--- config.mk ---
export PLATFORM = sky130hd
export DESIGN_NAME = reg_file_sb_flat
export DESIGN_NICKNAME = d
export VERILOG_FILES = /design/src/rtl/riscv_pkg.sv /design/src/rtl/reg_file_sb_if.sv /design/src/rtl/rf_scoreboard.sv /design/src/rtl/reg_file_sb.sv /design/src/flat_wrapper.sv
export SDC_FILE = /design/constraint.sdc
export NUM_CORES = 2
export LEC_CHECK = 0
export CAP_MARGIN = 30
export CORE_UTILIZATION = 50
export CTS_CLUSTER_DIAMETER = 120
export DETAILED_ROUTE_END_ITERATION = 6
export PLACE_DENSITY = 0.66
export SYNTH_ARGS = -nofsm -noshare
export SYNTH_HDL_FRONTEND = slang
export SYNTH_SLANG_ARGS = --single-unit
--- constraint.sdc ---
create_clock -name clk -period 5.3 [get_ports clk]
set_clock_uncertainty 0.2 [all_clocks]
set_input_delay 1.06 -clock clk [delete_from_list [all_inputs] [get_ports clk]]
set_output_delay 1.06 -clock clk [all_outputs]
set_load 0.02 [all_outputs]
--- src/rtl/riscv_pkg.sv ---
// Shared integer-register-file types and constants for decode, hazard and RF units.
package riscv_pkg;

    localparam int unsigned XLEN  = 32;
    localparam int unsigned NREGS = 32;
    localparam int unsigned AW    = $clog2(NREGS);
    localparam int unsigned CNTW  = AW + 1;

    typedef logic [AW-1:0]   reg_addr_t;
    typedef logic [XLEN-1:0] xlen_t;
    typedef logic [CNTW-1:0] busy_cnt_t;

    localparam reg_addr_t REG_ZERO = '0;

    // Scoreboard update request: one strobe plus the register it targets.
    typedef struct packed {
        logic      en;
        reg_addr_t addr;
    } sb_req_t;

endpackage : riscv_pkg

--- src/rtl/reg_file_sb_if.sv ---
// Register-file access bus: read ports, write port, issue strobe and busy status.
interface reg_file_sb_if
    import riscv_pkg::*;
#(
    parameter int unsigned NRD = 2
);

    logic [NRD*AW-1:0]   RA;
    logic [NRD*XLEN-1:0] RD;
    logic [NRD-1:0]      RBUSY;
    logic                WE3;
    reg_addr_t           A3;
    xlen_t               WD3;
    logic                ISS;
    reg_addr_t           ISS_RD;
    busy_cnt_t           BUSY_CNT;

    modport master (
        output RA, WE3, A3, WD3, ISS, ISS_RD,
        input  RD, RBUSY, BUSY_CNT
    );

    modport slave (
        input  RA, WE3, A3, WD3, ISS, ISS_RD,
        output RD, RBUSY, BUSY_CNT
    );

endinterface : reg_file_sb_if

--- src/rtl/rf_scoreboard.sv ---
// Per-register busy bits with a running busy count; issue sets, writeback clears.
module rf_scoreboard
    import riscv_pkg::*;
#(
    parameter int unsigned NRD = 2
) (
    input  logic              clk,
    input  logic              reset,
    input  sb_req_t           set_req,
    input  sb_req_t           clr_req,
    input  logic [NRD*AW-1:0] rd_addr,
    output logic [NRD-1:0]    rbusy,
    output busy_cnt_t         busy_cnt
);

    logic [NREGS-1:0] busy_q;
    logic [NREGS-1:0] busy_d;
    busy_cnt_t        cnt_q;
    busy_cnt_t        cnt_d;
    logic             set_fire;
    logic             clr_fire;

    // Next busy state: a same-register issue overrides the clear (new producer pending).
    always_comb begin
        busy_d   = busy_q;
        cnt_d    = cnt_q;
        set_fire = set_req.en && (set_req.addr != REG_ZERO);
        clr_fire = clr_req.en && (clr_req.addr != REG_ZERO);

        if (clr_fire && busy_q[clr_req.addr] &&
            !(set_fire && (set_req.addr == clr_req.addr))) begin
            busy_d[clr_req.addr] = 1'b0;
            cnt_d                = cnt_d - CNTW'(1);
        end

        if (set_fire && !busy_q[set_req.addr]) begin
            busy_d[set_req.addr] = 1'b1;
            cnt_d                = cnt_d + CNTW'(1);
        end

        busy_d[0] = 1'b0;
    end

    // Busy bits and count share one edge; reset drops all pending state.
    always_ff @(posedge clk) begin
        if (!reset) begin
            busy_q <= '0;
            cnt_q  <= '0;
        end else begin
            busy_q <= busy_d;
            cnt_q  <= cnt_d;
        end
    end

    // Per-port lookup of registered busy state (not bypassed by same-cycle writeback).
    always_comb begin
        rbusy = '0;
        for (int k = 0; k < NRD; k++) begin
            rbusy[k] = busy_q[rd_addr[k*AW +: AW]];
        end
    end

    assign busy_cnt = cnt_q;

endmodule : rf_scoreboard

--- src/rtl/reg_file_sb.sv ---
// Integer register file: NRD combinational read ports, one write port, x0 hardwired,
// optional write-to-read bypass, and a busy scoreboard for RAW hazard stalls.
module reg_file_sb
    import riscv_pkg::*;
#(
    parameter int unsigned NRD    = 2,
    parameter bit          BYPASS = 1'b1
) (
    input  logic         clk,
    input  logic         reset,
    reg_file_sb_if.slave bus
);

    xlen_t               regs_q [NREGS];
    xlen_t               regs_d [NREGS];
    logic [NRD*XLEN-1:0] rd_c;
    sb_req_t             set_req;
    sb_req_t             clr_req;

    // Storage next state: writes to x0 are dropped.
    always_comb begin
        regs_d = regs_q;
        if (bus.WE3 && (bus.A3 != REG_ZERO)) begin
            regs_d[bus.A3] = bus.WD3;
        end
    end

    // Storage array; reset clears every entry.
    always_ff @(posedge clk) begin
        if (!reset) begin
            for (int i = 0; i < NREGS; i++) begin
                regs_q[i] <= '0;
            end
        end else begin
            regs_q <= regs_d;
        end
    end

    // Read muxes: x0 reads zero, optional bypass of the in-flight write.
    always_comb begin
        reg_addr_t ra_k;
        ra_k = REG_ZERO;
        rd_c = '0;
        for (int k = 0; k < NRD; k++) begin
            ra_k = bus.RA[k*AW +: AW];
            if (ra_k == REG_ZERO) begin
                rd_c[k*XLEN +: XLEN] = '0;
            end else if (BYPASS && bus.WE3 && (bus.A3 == ra_k)) begin
                rd_c[k*XLEN +: XLEN] = bus.WD3;
            end else begin
                rd_c[k*XLEN +: XLEN] = regs_q[ra_k];
            end
        end
    end

    assign bus.RD = rd_c;

    // Issue marks the destination busy; writeback releases it.
    always_comb begin
        set_req      = '0;
        clr_req      = '0;
        set_req.en   = bus.ISS;
        set_req.addr = bus.ISS_RD;
        clr_req.en   = bus.WE3;
        clr_req.addr = bus.A3;
    end

    rf_scoreboard #(
        .NRD (NRD)
    ) u_sb (
        .clk      (clk),
        .reset    (reset),
        .set_req  (set_req),
        .clr_req  (clr_req),
        .rd_addr  (bus.RA),
        .rbusy    (bus.RBUSY),
        .busy_cnt (bus.BUSY_CNT)
    );

endmodule : reg_file_sb

--- src/flat_wrapper.sv ---
// flat-port wrapper written by rule: the top's interface ports become plain ports
module reg_file_sb_flat import riscv_pkg::*;
#(
    parameter int unsigned NRD    = 2,
    parameter bit          BYPASS = 1'b1
)
  (clk, reset, bus_RA, bus_WE3, bus_A3, bus_WD3, bus_ISS, bus_ISS_RD, bus_RD, bus_RBUSY, bus_BUSY_CNT);
  reg_file_sb_if #(.NRD(NRD)) bus_i ();
  input  logic clk;
  input  logic reset;
  input wire logic [$bits(bus_i.RA)-1:0] bus_RA;
  input wire logic [$bits(bus_i.WE3)-1:0] bus_WE3;
  input wire logic [$bits(bus_i.A3)-1:0] bus_A3;
  input wire logic [$bits(bus_i.WD3)-1:0] bus_WD3;
  input wire logic [$bits(bus_i.ISS)-1:0] bus_ISS;
  input wire logic [$bits(bus_i.ISS_RD)-1:0] bus_ISS_RD;
  output wire logic [$bits(bus_i.RD)-1:0] bus_RD;
  output wire logic [$bits(bus_i.RBUSY)-1:0] bus_RBUSY;
  output wire logic [$bits(bus_i.BUSY_CNT)-1:0] bus_BUSY_CNT;
  assign bus_i.RA = bus_RA;
  assign bus_i.WE3 = bus_WE3;
  assign bus_i.A3 = bus_A3;
  assign bus_i.WD3 = bus_WD3;
  assign bus_i.ISS = bus_ISS;
  assign bus_i.ISS_RD = bus_ISS_RD;
  assign bus_RD = bus_i.RD;
  assign bus_RBUSY = bus_i.RBUSY;
  assign bus_BUSY_CNT = bus_i.BUSY_CNT;
  reg_file_sb #(.NRD(NRD), .BYPASS(BYPASS)) u_core (.clk(clk), .reset(reset), .bus(bus_i));
endmodule
==> results.md <==
- # setup viols final: 1
- Starting density of the core: 0.5048
- Power Total: ~18 mW
- Largest net degree at the start of global routing: between 100 and 150
- Root Driver: clkbuf_16
- HP Class: reg -> reg
- Async S/R FF share, synth: 0
- PD cells: about 280 nW/um2
- Slew @ Worst Pin: ~1.1 ns
- Seq/Total Area, Yosys: 0.3866
- Num ports: 128
- IO Port Bufs: about 130
- Number of flops mapped to enable cells by yosys: 0
- Final setup margin: -0.04446 ns
- Total wire length: approximately 220 mm
- Failing checks: design-rule violations, negative setup slack
- DRC Markers: 8
- Die Y: between 300 and 400 um
- H-tree depth: 3
- Num CTS Buffers: 110
- Longest Clk Path Bufs: 3
- Maximum operating frequency: between 0.15 and 0.2 GHz
- Number of global-route vias before repair: between 40,000 and 50,000
- Routed len/inst: around 30 um
- YS warnings: 0
- Rel. slew slack: 0.2690
- Non-Filler Instances: around 7,400
- Worst-path maximum fanout: 41
- Setup TNS: -0.04446 ns
- Net count, final: ~6,000
- Area of the multi-input gates: 31,540 um2
- Kind of critical path: in -> out
- Pre-Repair DR Iteration Count: 7
- Distinct cells, synth: between 50 and 60
- Synthesized net count: approximately 6,000
- Status: finished, violations left
- Fillers: 9,256
- Cell count after synthesis: 5,977
- Leak Pwr: between 20 and 25 nW
- Initial antenna violation count: 9
- Die Wd: ~330 um
- Cell area after synthesis: between 50,000 and 60,000 um2
- Critical Path AT: 4.08 ns
- Clock sink total: between 1,000 and 1,500
- Antenna-violating nets left: 0
- CTS tree: done
- Post-route minimum period: between 5 and 6 ns
- Crit. End Element: output port
- Hold slack: 0.2667 ns
- RSZ-0062 raised after global routing: false
- Syn Area/Cell: 9.193 um2
- Max VDD drop: approximately 0.00024 V
- Post-Place Cells: 7,163
- Total track usage: 0.3887
- Grt ovf: 0
- Worst-path clk slew: roughly 0.060 ns
- Most frequent cells in the layout: 2,018 x nand2_1, 1,061 x dfxtp_1, 1,029 x a21oi_1
- Final Max Slew Viols: 0
- Critical Path Start Type: input pin
- Synthesized flop and latch total: between 1,000 and 1,500
- GPL Wtd Cong: roughly 0.9
- 1st-iter DRT viols: approximately 8,300
- Clock latency on the worst-skew pair: between 0.7 and 0.8 ns
- First-pass GRT wire length: about 320 mm
- Core area: between 100,000 and 150,000 um2
- Share of layout cells above drive strength 1: 0.2066
- Vias per Instance: a little under 7
- Commonest non-fill, non-tap cell in the layout: nand2_1
- Required @ worst endpoint: 4.04 ns
- Num rows: 121
- Dpl ws: -0.05298 ns
- Register area: between 20,000 and 25,000 um2
- Area Overhead vs Synth: 13.97%
- Fin crit share: 1.008
- Top_reg_cell synth: dfxtp_1
- Final Hold Vio Count: 0
- Die area: about 110,000 um2
- Vias: ~50,000
- Post-DP HPWL: 128.3 mm
- Max-cap violations: 0
==> power by group <==
group	total (mW)	switching [mW]	internal (mW)
combinational	1.59	1.03	0.562
sequential	8.08	0.0471	8.03
clock	7.84	3.40	4.44
total	17.5	4.48	13.0
==> state kept, by name, indices dropped and copies added, names as in the netlist <==
register,count
u_core.u_sb.busy_cnt,6
u_core.regs_q,1024
u_core.u_sb.busy_q,31
==> area by class of cell <==
class / count / area share
tap: 1414 / 0.02825
antenna: 6 / 0.0002398
clock buffer: 166 / 0.05245
clock inverter: 31 / 0.004696
sequential: 1061 / 0.3392
inverter: 5 / 0.0004196
timing repair buffer: 421 / 0.07113
multi-input combinational: 4266 / 0.5036
==> metal layers <==
layer / vias to the layer above / track usage / wire length (um)
met5: - / 0 / 50
met4: 8 / 0.2348 / 15220
met3: 931 / 0.1197 / 32520
met2: 3981 / 0.5758 / 95290
met1: 24240 / 0.4983 / 76910
li1: 20710 / - / -
==> cells in the mapped netlist, types with 3 or more instances <==
library cell	count	area [um2]
xnor2_1	9	78.83
nand2_1	2048	7687
nand3_1	33	165.2
a22oi_1	10	75.07
nor4_1	3	18.77
buf_6	3	33.78
o22ai_1	3	18.77
or2_2	3	18.77
mux4_2	642	14460
buf_1	31	116.4
a21oi_1	1031	5160
nor3_1	9	45.04
a211oi_1	81	608.1
inv_1	4	15.01
mux2i_1	112	1121
nor3b_1	5	37.54
clkbuf_1	505	1896
and2_1	33	206.5
mux2_2	12	135.1
nand2b_1	6	37.54
and3b_1	4	35.03
nor2b_1	18	112.6
o21ai_0	30	150.1
nor2_1	123	461.7
xor2_1	13	113.9
dfxtp_1	1061	21240
and3_1	7	43.79
buf_2	81	405.4
clkbuf_2	23	115.1
or3_1	4	25.02
nand3b_1	3	22.52
==> cell families after synthesis <==
group | synth area share
buffers and inverters | 0.04755
adder cells (fa/ha/maj) | 0.0002277
XOR/XNOR | 0.003507
AND/OR/NAND/NOR | 0.1632
multiplexers | 0.2867
AO/OA/AOI/OAI | 0.1122
flip-flops | 0.3866
==> path summary, 6_finish.rpt <==
path         cells after the start  slack [ns]                       to                    from
max                              9       -0.04               bus_RD[54]               bus_RA[6]
min                              2        0.27       u_core.regs_q[691]      u_core.regs_q[691]
max reg2reg                      9        2.42  u_core.u_sb.busy_cnt[5]  u_core.u_sb.busy_q[14]
min reg2reg                      2        0.27       u_core.regs_q[691]      u_core.regs_q[691]
==> per-stage QoR <==
| step | instance area (um2) | utilization |
|---|---|---|
| floorplan | 54950 | - |
| global placement | 58910 | 0.5412 |
| detailed placement | 58910 | 0.5412 |
| CTS | 62510 | 0.5743 |
| global route | 62600 | 0.5751 |
| finish | 62620 | 0.5753 |
==> what timing repair did <==
item	CTS	global route
hold buffers	0	0
endpoints found under the setup margin	5	13
resized for setup	5	13
cloned	0	0
setup buffers	0	2
==> critical path: stages <==
cell and delay, ns:
buf_8 0.14, buf_12 0.30, buf_4 0.33, mux4_2 0.34, mux4_2 0.48, mux2i_1 0.50
a211oi_1 0.17, buf_4 0.19, clkdlybuf4s50_1 0.53
(Power assumes the default switching activity.)
